<file path="config.mk">
export PLATFORM = sky130hd
export DESIGN_NAME = regfile_wb_arbiter_flat
export DESIGN_NICKNAME = d
export VERILOG_FILES = /design/src/rtl/regfile_wb_arbiter_if.sv /design/src/rtl/regfile_wb_arbiter.sv /design/src/flat_wrapper.sv
export SDC_FILE = /design/constraint.sdc
export NUM_CORES = 1
export LEC_CHECK = 0
export BUFFER_PORTS_ARGS = -buffer_cell sky130_fd_sc_hd__buf_4
export CORE_MARGIN = 2
export CORE_UTILIZATION = 50
export DETAILED_ROUTE_END_ITERATION = 16
export GPL_TIMING_DRIVEN = 0
export HOLD_SLACK_MARGIN = 0.02
export PLACE_DENSITY = 0.86
export SLEW_MARGIN = 20
export SYNTH_ARGS = -nofsm -noshare
export SYNTH_HDL_FRONTEND = slang
export SYNTH_SLANG_ARGS = --single-unit
</file>
<file path="constraint.sdc">
create_clock -name Clk -period 5.1 [get_ports Clk]
set_input_delay 0.51 -clock Clk [delete_from_list [all_inputs] [get_ports Clk]]
set_output_delay 0.51 -clock Clk [all_outputs]
set_load 0.01 [all_outputs]
</file>
<file path="src/rtl/regfile_wb_arbiter_if.sv">
// Writeback request bundle for the two register-file writeback sources.
// Source 0 is the ALU and source 1 is the load unit.
// The master side drives valid/rd/data and the slave side answers with ready.
interface regfile_wb_arbiter_if #(
    parameter int XLEN = 32,
    parameter int AW   = 5
);
    logic            wb0_valid;
    logic [AW-1:0]   wb0_rd;
    logic [XLEN-1:0] wb0_data;
    logic            wb0_ready;
    logic            wb1_valid;
    logic [AW-1:0]   wb1_rd;
    logic [XLEN-1:0] wb1_data;
    logic            wb1_ready;

    modport master (
        output wb0_valid, wb0_rd, wb0_data,
        input  wb0_ready,
        output wb1_valid, wb1_rd, wb1_data,
        input  wb1_ready
    );

    modport slave (
        input  wb0_valid, wb0_rd, wb0_data,
        output wb0_ready,
        input  wb1_valid, wb1_rd, wb1_data,
        output wb1_ready
    );
endinterface

</file>
<file path="src/rtl/regfile_wb_arbiter.sv">
// Register-file writeback arbiter with a per-register busy scoreboard.
// Build option: define WBARB_FIXED_PRIO_EN to let the load source always win a
// conflict; left undefined, conflicts are resolved round-robin.
module regfile_wb_arbiter #(
    parameter int XLEN = 32,
    parameter int NREG = 32,
    parameter int AW   = 5
) (
    input  logic                 Clk,
    input  logic                 Rst,
    regfile_wb_arbiter_if.slave  wb,
    input  logic                 iss_valid,
    input  logic [AW-1:0]        iss_rd,
    input  logic [AW-1:0]        q_rs1,
    input  logic [AW-1:0]        q_rs2,
    output logic                 q_busy1,
    output logic                 q_busy2,
    output logic                 rf_RegWrite,
    output logic [AW-1:0]        rf_rd,
    output logic [XLEN-1:0]      rf_wdata,
    output logic [NREG-1:0]      busy_vec
);
    // Purpose: grant one of two writeback sources per cycle onto the RF write port.
    // Latency: one cycle from the accepting edge to registered RF write outputs.
    // Backpressure: the losing source sees ready=0 and must hold its request.

    logic            gnt0, gnt1;
    logic            rf_we_q, rf_we_d;
    logic [AW-1:0]   rf_rd_q, rf_rd_d;
    logic [XLEN-1:0] rf_wdata_q, rf_wdata_d;
    logic [NREG-1:0] busy_q, busy_d;

`ifdef WBARB_FIXED_PRIO_EN
    // Grant: the load source always wins a conflict.
    always_comb begin
        gnt1 = wb.wb1_valid;
        gnt0 = wb.wb0_valid & ~wb.wb1_valid;
    end
`else
    logic prio_q, prio_d;

    // Grant: a lone requester wins; on conflict the source named by prio wins.
    always_comb begin
        gnt0 = wb.wb0_valid & (~wb.wb1_valid | ~prio_q);
        gnt1 = wb.wb1_valid & (~wb.wb0_valid |  prio_q);
    end

    // Priority pointer: after serving a source, favour the other one.
    always_comb begin
        prio_d = prio_q;
        if (gnt0) begin
            prio_d = 1'b1;
        end else if (gnt1) begin
            prio_d = 1'b0;
        end
    end

    // Priority register.
    always_ff @(posedge Clk or posedge Rst) begin
        if (Rst) begin
            prio_q <= 1'b0;
        end else begin
            prio_q <= prio_d;
        end
    end
`endif

    assign wb.wb0_ready = gnt0;
    assign wb.wb1_ready = gnt1;

    // Write stage: capture the granted request; writes to x0 are swallowed here.
    always_comb begin
        rf_we_d    = 1'b0;
        rf_rd_d    = rf_rd_q;
        rf_wdata_d = rf_wdata_q;
        if (gnt0) begin
            rf_we_d    = (wb.wb0_rd != '0);
            rf_rd_d    = wb.wb0_rd;
            rf_wdata_d = wb.wb0_data;
        end else if (gnt1) begin
            rf_we_d    = (wb.wb1_rd != '0);
            rf_rd_d    = wb.wb1_rd;
            rf_wdata_d = wb.wb1_data;
        end
    end

    // Scoreboard: clear on RF commit, then set on issue so a younger writer wins.
    always_comb begin
        busy_d = busy_q;
        if (rf_we_q) begin
            busy_d[rf_rd_q] = 1'b0;
        end
        if (iss_valid && (iss_rd != '0)) begin
            busy_d[iss_rd] = 1'b1;
        end
        busy_d[0] = 1'b0;
    end

    // Output and scoreboard registers; reset drops any pending write.
    always_ff @(posedge Clk or posedge Rst) begin
        if (Rst) begin
            rf_we_q    <= 1'b0;
            rf_rd_q    <= '0;
            rf_wdata_q <= '0;
            busy_q     <= '0;
        end else begin
            rf_we_q    <= rf_we_d;
            rf_rd_q    <= rf_rd_d;
            rf_wdata_q <= rf_wdata_d;
            busy_q     <= busy_d;
        end
    end

    assign rf_RegWrite = rf_we_q;
    assign rf_rd       = rf_rd_q;
    assign rf_wdata    = rf_wdata_q;
    assign busy_vec    = busy_q;
    assign q_busy1     = busy_q[q_rs1];
    assign q_busy2     = busy_q[q_rs2];
endmodule
</file>
<file path="src/flat_wrapper.sv">
// flat-port wrapper written by rule: the top's interface ports become plain ports
module regfile_wb_arbiter_flat 
#(
    parameter int XLEN = 32,
    parameter int NREG = 32,
    parameter int AW   = 5
)
  (Clk, Rst, iss_valid, iss_rd, q_rs1, q_rs2, q_busy1, q_busy2, rf_RegWrite, rf_rd, rf_wdata, busy_vec, wb_wb0_valid, wb_wb0_rd, wb_wb0_data, wb_wb0_ready, wb_wb1_valid, wb_wb1_rd, wb_wb1_data, wb_wb1_ready);
  regfile_wb_arbiter_if #(.XLEN(XLEN), .AW(AW)) wb_i ();
  input  logic Clk;
  input  logic Rst;
  input  logic iss_valid;
  input  logic [AW-1:0] iss_rd;
  input  logic [AW-1:0] q_rs1;
  input  logic [AW-1:0] q_rs2;
  output logic q_busy1;
  output logic q_busy2;
  output logic rf_RegWrite;
  output logic [AW-1:0] rf_rd;
  output logic [XLEN-1:0] rf_wdata;
  output logic [NREG-1:0] busy_vec;
  input wire logic [$bits(wb_i.wb0_valid)-1:0] wb_wb0_valid;
  input wire logic [$bits(wb_i.wb0_rd)-1:0] wb_wb0_rd;
  input wire logic [$bits(wb_i.wb0_data)-1:0] wb_wb0_data;
  output wire logic [$bits(wb_i.wb0_ready)-1:0] wb_wb0_ready;
  input wire logic [$bits(wb_i.wb1_valid)-1:0] wb_wb1_valid;
  input wire logic [$bits(wb_i.wb1_rd)-1:0] wb_wb1_rd;
  input wire logic [$bits(wb_i.wb1_data)-1:0] wb_wb1_data;
  output wire logic [$bits(wb_i.wb1_ready)-1:0] wb_wb1_ready;
  assign wb_i.wb0_valid = wb_wb0_valid;
  assign wb_i.wb0_rd = wb_wb0_rd;
  assign wb_i.wb0_data = wb_wb0_data;
  assign wb_wb0_ready = wb_i.wb0_ready;
  assign wb_i.wb1_valid = wb_wb1_valid;
  assign wb_i.wb1_rd = wb_wb1_rd;
  assign wb_i.wb1_data = wb_wb1_data;
  assign wb_wb1_ready = wb_i.wb1_ready;
  regfile_wb_arbiter #(.XLEN(XLEN), .NREG(NREG), .AW(AW)) u_core (.Clk(Clk), .Rst(Rst), .wb(wb_i), .iss_valid(iss_valid), .iss_rd(iss_rd), .q_rs1(q_rs1), .q_rs2(q_rs2), .q_busy1(q_busy1), .q_busy2(q_busy2), .rf_RegWrite(rf_RegWrite), .rf_rd(rf_rd), .rf_wdata(rf_wdata), .busy_vec(busy_vec));
endmodule
</file>
==> summary.txt <==
Timing
  • Final critical delay including setup and external delays: 2.34 ns
  • Worst-case hold slack: 0.0696 ns
  • Setup Total Neg Slack: 0 ns
  • Final Max Tran Viols: 0
  • Maximum clock rate: roughly 430 MHz
  • Setup repair after global routing missed its margin: false
  • Number of hold violations in the final report: 0
  • Setup skew after layout: 0.00871 ns
  • Share of the cycle needed by the critical path after routing: 0.458
  • Endpoints failing setup: 0

Floorplan
  • Die Footprint: between 7000 and 8000 um2
  • Initial core utilization: 0.522
  • Y dimension of the die: 88.5 um
  • Cell row count: 30
  • Core area: ~7000 um2
  • DIE WIDTH: about 88 um
  • Number of ports placed on the die boundary: about 170

Cells and area
  • Final instance area: 5150 um2
  • Count of fill cells added during filler insertion: around 520
  • Ratio of cells with drive above 1 in the final layout: 0.370
  • Area added between synthesis and finish: 44.3%
  • Register area: about 1800 um2
  • Final standard cell count with taps included and fillers excluded: around 660
  • Total inserted antenna cells: 0
  • Post-layout net count: 651
  • Multi-input logic area: 1710 um2

Critical path
  • Maximum fanout along the worst path: 10
  • Data arrival, critical path: approximately 1.8 ns
  • Crit end category: primary output
  • Required @ worst endpoint: 4.59 ns
  • Worst Setup Path Type: primary input to primary output
  • Worst setup SP type: primary input

Routing
  • Total number of vias: 3,682
  • Final antenna-violating net count: 0
  • Residual DRC: 0
  • Number of design-rule violations left by the first detailed-router iteration: 257
  • Routed wire per std cell: between 15 and 20 um
  • Pre-Repair DR Iteration Count: 5
  • Mean number of vias per cell: 5.60
  • Total wire length after detailed routing: 11,100 um

Clock network
  • CTS clk-pin slew, worst paths: 0.08 ns
  • Setup fix buffers added after clock tree synthesis: 0
  • Resize count post-CTS: 0
  • Total CTS buffers: 9
  • Number of clock sinks: 70
  • Clk buf depth: 2
  • CTS root buffer: clkbuf_8
  • Cts-stage hold buffer count: 0
  • Clock tree from TritonCTS: done
  • Number of H-tree levels: 3
  • Worst skew pair latency: 0.34 ns

Yosys
  • Number of warnings issued by yosys: 0
  • Sequential fraction of the synthesis area: 0.491
  • Count of flip-flops with a built-in enable after synthesis: 0
  • Area share of the largest cell type after synthesis: 0.491
  • Ys async rst share: 1.00
  • Number of instances in the synthesized netlist: 383
  • Most numerous cell in the Yosys netlist: nor2_1
  • Avg Synthesized Cell Area: around 9.3 um2
  • Cell type contributing the most total cell area after synthesis: dfrtp_1
  • Number of nets in the synthesized netlist: 477
  • Top_reg_cell synth: dfrtp_1
  • Flop and latch count out of synthesis: 70
  • Synth top area cells: dfrtp_1 (49%), o21ai_0 (9.7%), nor2_1 (7.7%)
  • Synthesized cell area: 3570 um2
  • Most frequent cells after synthesis: nor2_1 (73), dfrtp_1 (70), o21ai_0 (69)
  • Cell variety after synth: 29

Pwr
  • VDD IR-drop max: 0.000209 V
  • Total power of the final layout: 2.16 mW
  • Internal Dissipation: approximately 1.4 mW
  • Leakage power total: 2.32 nW
  • Switching Power: 0.748 mW
  • Pwr/cell area: 419 nW/um2
  • Clock network fraction of total power: 0.224
  • Logic pwr share: 0.360
  • Power share of the sequential group: 0.416
  • Fraction of power spent switching nets: 0.347

Run status
  • Outcome: finished, final reports clean

Place
  • Detailed Place HPWL: 8540 um
  • # port buffers: around 160
  • Post-Place Cells: 642
  • Global placement routability congestion: a little under 0.9
  • Placement-stage cell area: a little under 5000 um2

Global routing
  • Initial antenna violation count: 0
  • Overall routing resource usage: 0.291
  • Overall overflow remaining after global route: 0
  • Wire length of the first global-routing pass: ~18,000 um
  • Largest net degree at the start of global routing: 60
  • Number of global-route vias before repair: 3,618

Hold path
  • Class of the most critical hold timing path: primary input to async pin

Run
  • Number of violations of the max-capacitance limit: 0
final cells by class:
class                   instances  share of cell area
plain buffers                  19              0.0170
clock buffers                  10              0.0248
clock inverters                 6              0.0168
inverters                       6             0.00486
multi-input cells             288               0.331
flip-flops and latches         70               0.340
well taps                      96              0.0233
repair buffers                163               0.242
per-stage QoR:
step | utilization | setup WS, ns
CTS | 0.753 | 2.76
global route | 0.753 | 2.71
detailed placement | 0.722 | 2.76
global placement | 0.718 | 2.03
floorplan | - | 2.82
finish | 0.753 | 2.76
kinds of logic after synthesis:
group / after synthesis / synth area share
compound gates: 126 / 0.196
mux: 29 / 0.104
simple gates: 132 / 0.177
buf+inv: 25 / 0.0309
other cells: 1 / 0.00105
flops: 70 / 0.491
placed cells by master, fill, tap and decap left out, types with 2 or more instances in the layout:
cell,netlist,routed
a211oi_1,2,2
a21oi_1,14,14
a22oi_1,4,4
buf_1,2,2
buf_2,9,9
buf_4,1,163
bufinv_16,0,2
clkbuf_1,6,7
clkbuf_8,0,9
clkinv_2,0,2
dfrtp_1,70,70
inv_1,6,5
mux2_2,5,5
mux2i_1,18,18
mux4_2,6,6
nand2_1,11,11
nand2b_1,9,9
nand3_1,12,12
nand3b_1,10,10
nand4_1,2,2
nor2_1,73,73
nor2b_1,4,4
o2111ai_1,2,2
o211ai_1,2,2
o21ai_0,69,69
o22ai_1,33,33
or3_1,2,2
or3b_2,6,6
or4_1,2,2
final timing paths:
path,cells after the start,end,from,slack (ns)
worst min-delay path,2,u_core.busy_vec[24],Rst,0.07
min in group Clk,3,u_core.rf_wdata[31],wb_wb1_data[31],0.38
max in group asynchronous,3,u_core.busy_vec[7],Rst,4.51
worst max-delay path,6,q_busy2,q_rs2[1],2.76
worst min register to register,2,u_core.rf_wdata[17],u_core.rf_wdata[17],0.55
worst max register to register,6,u_core.rf_RegWrite,u_core.prio_q,3.52
power groups by stage:
stage	Combinational, mW	Clock (mW)	Sequential (mW)
floorplan	0.303	0	0.924
global placement	0.750	0	0.889
detailed placement	0.777	0	0.901
CTS	0.779	0.487	0.892
global route	0.858	0.511	0.919
finish	0.776	0.484	0.897
sequential cells by signal, indices dropped and copies added (netlist names):
register	cells
u_core.busy_vec	31
u_core.prio_q	1
u_core.rf_RegWrite	1
u_core.rf_rd	5
u_core.rf_wdata	32
per-layer routing:
metal,global-route usage,up-vias,routed length (um)
met5,0,-,0
met4,0.116,0,310
met3,0.0550,23,986
met2,0.490,194,5550
met1,0.372,1727,4280
li1,-,1738,-
critical path, cell delays in order:
cell      delay (ns)
clkbuf_1        0.37
mux4_2          0.40
nand2b_1        0.16
o211ai_1        0.10
nand4_1         0.13
buf_4           0.16
No activity file was read; power rests on OpenSTA's default activity.
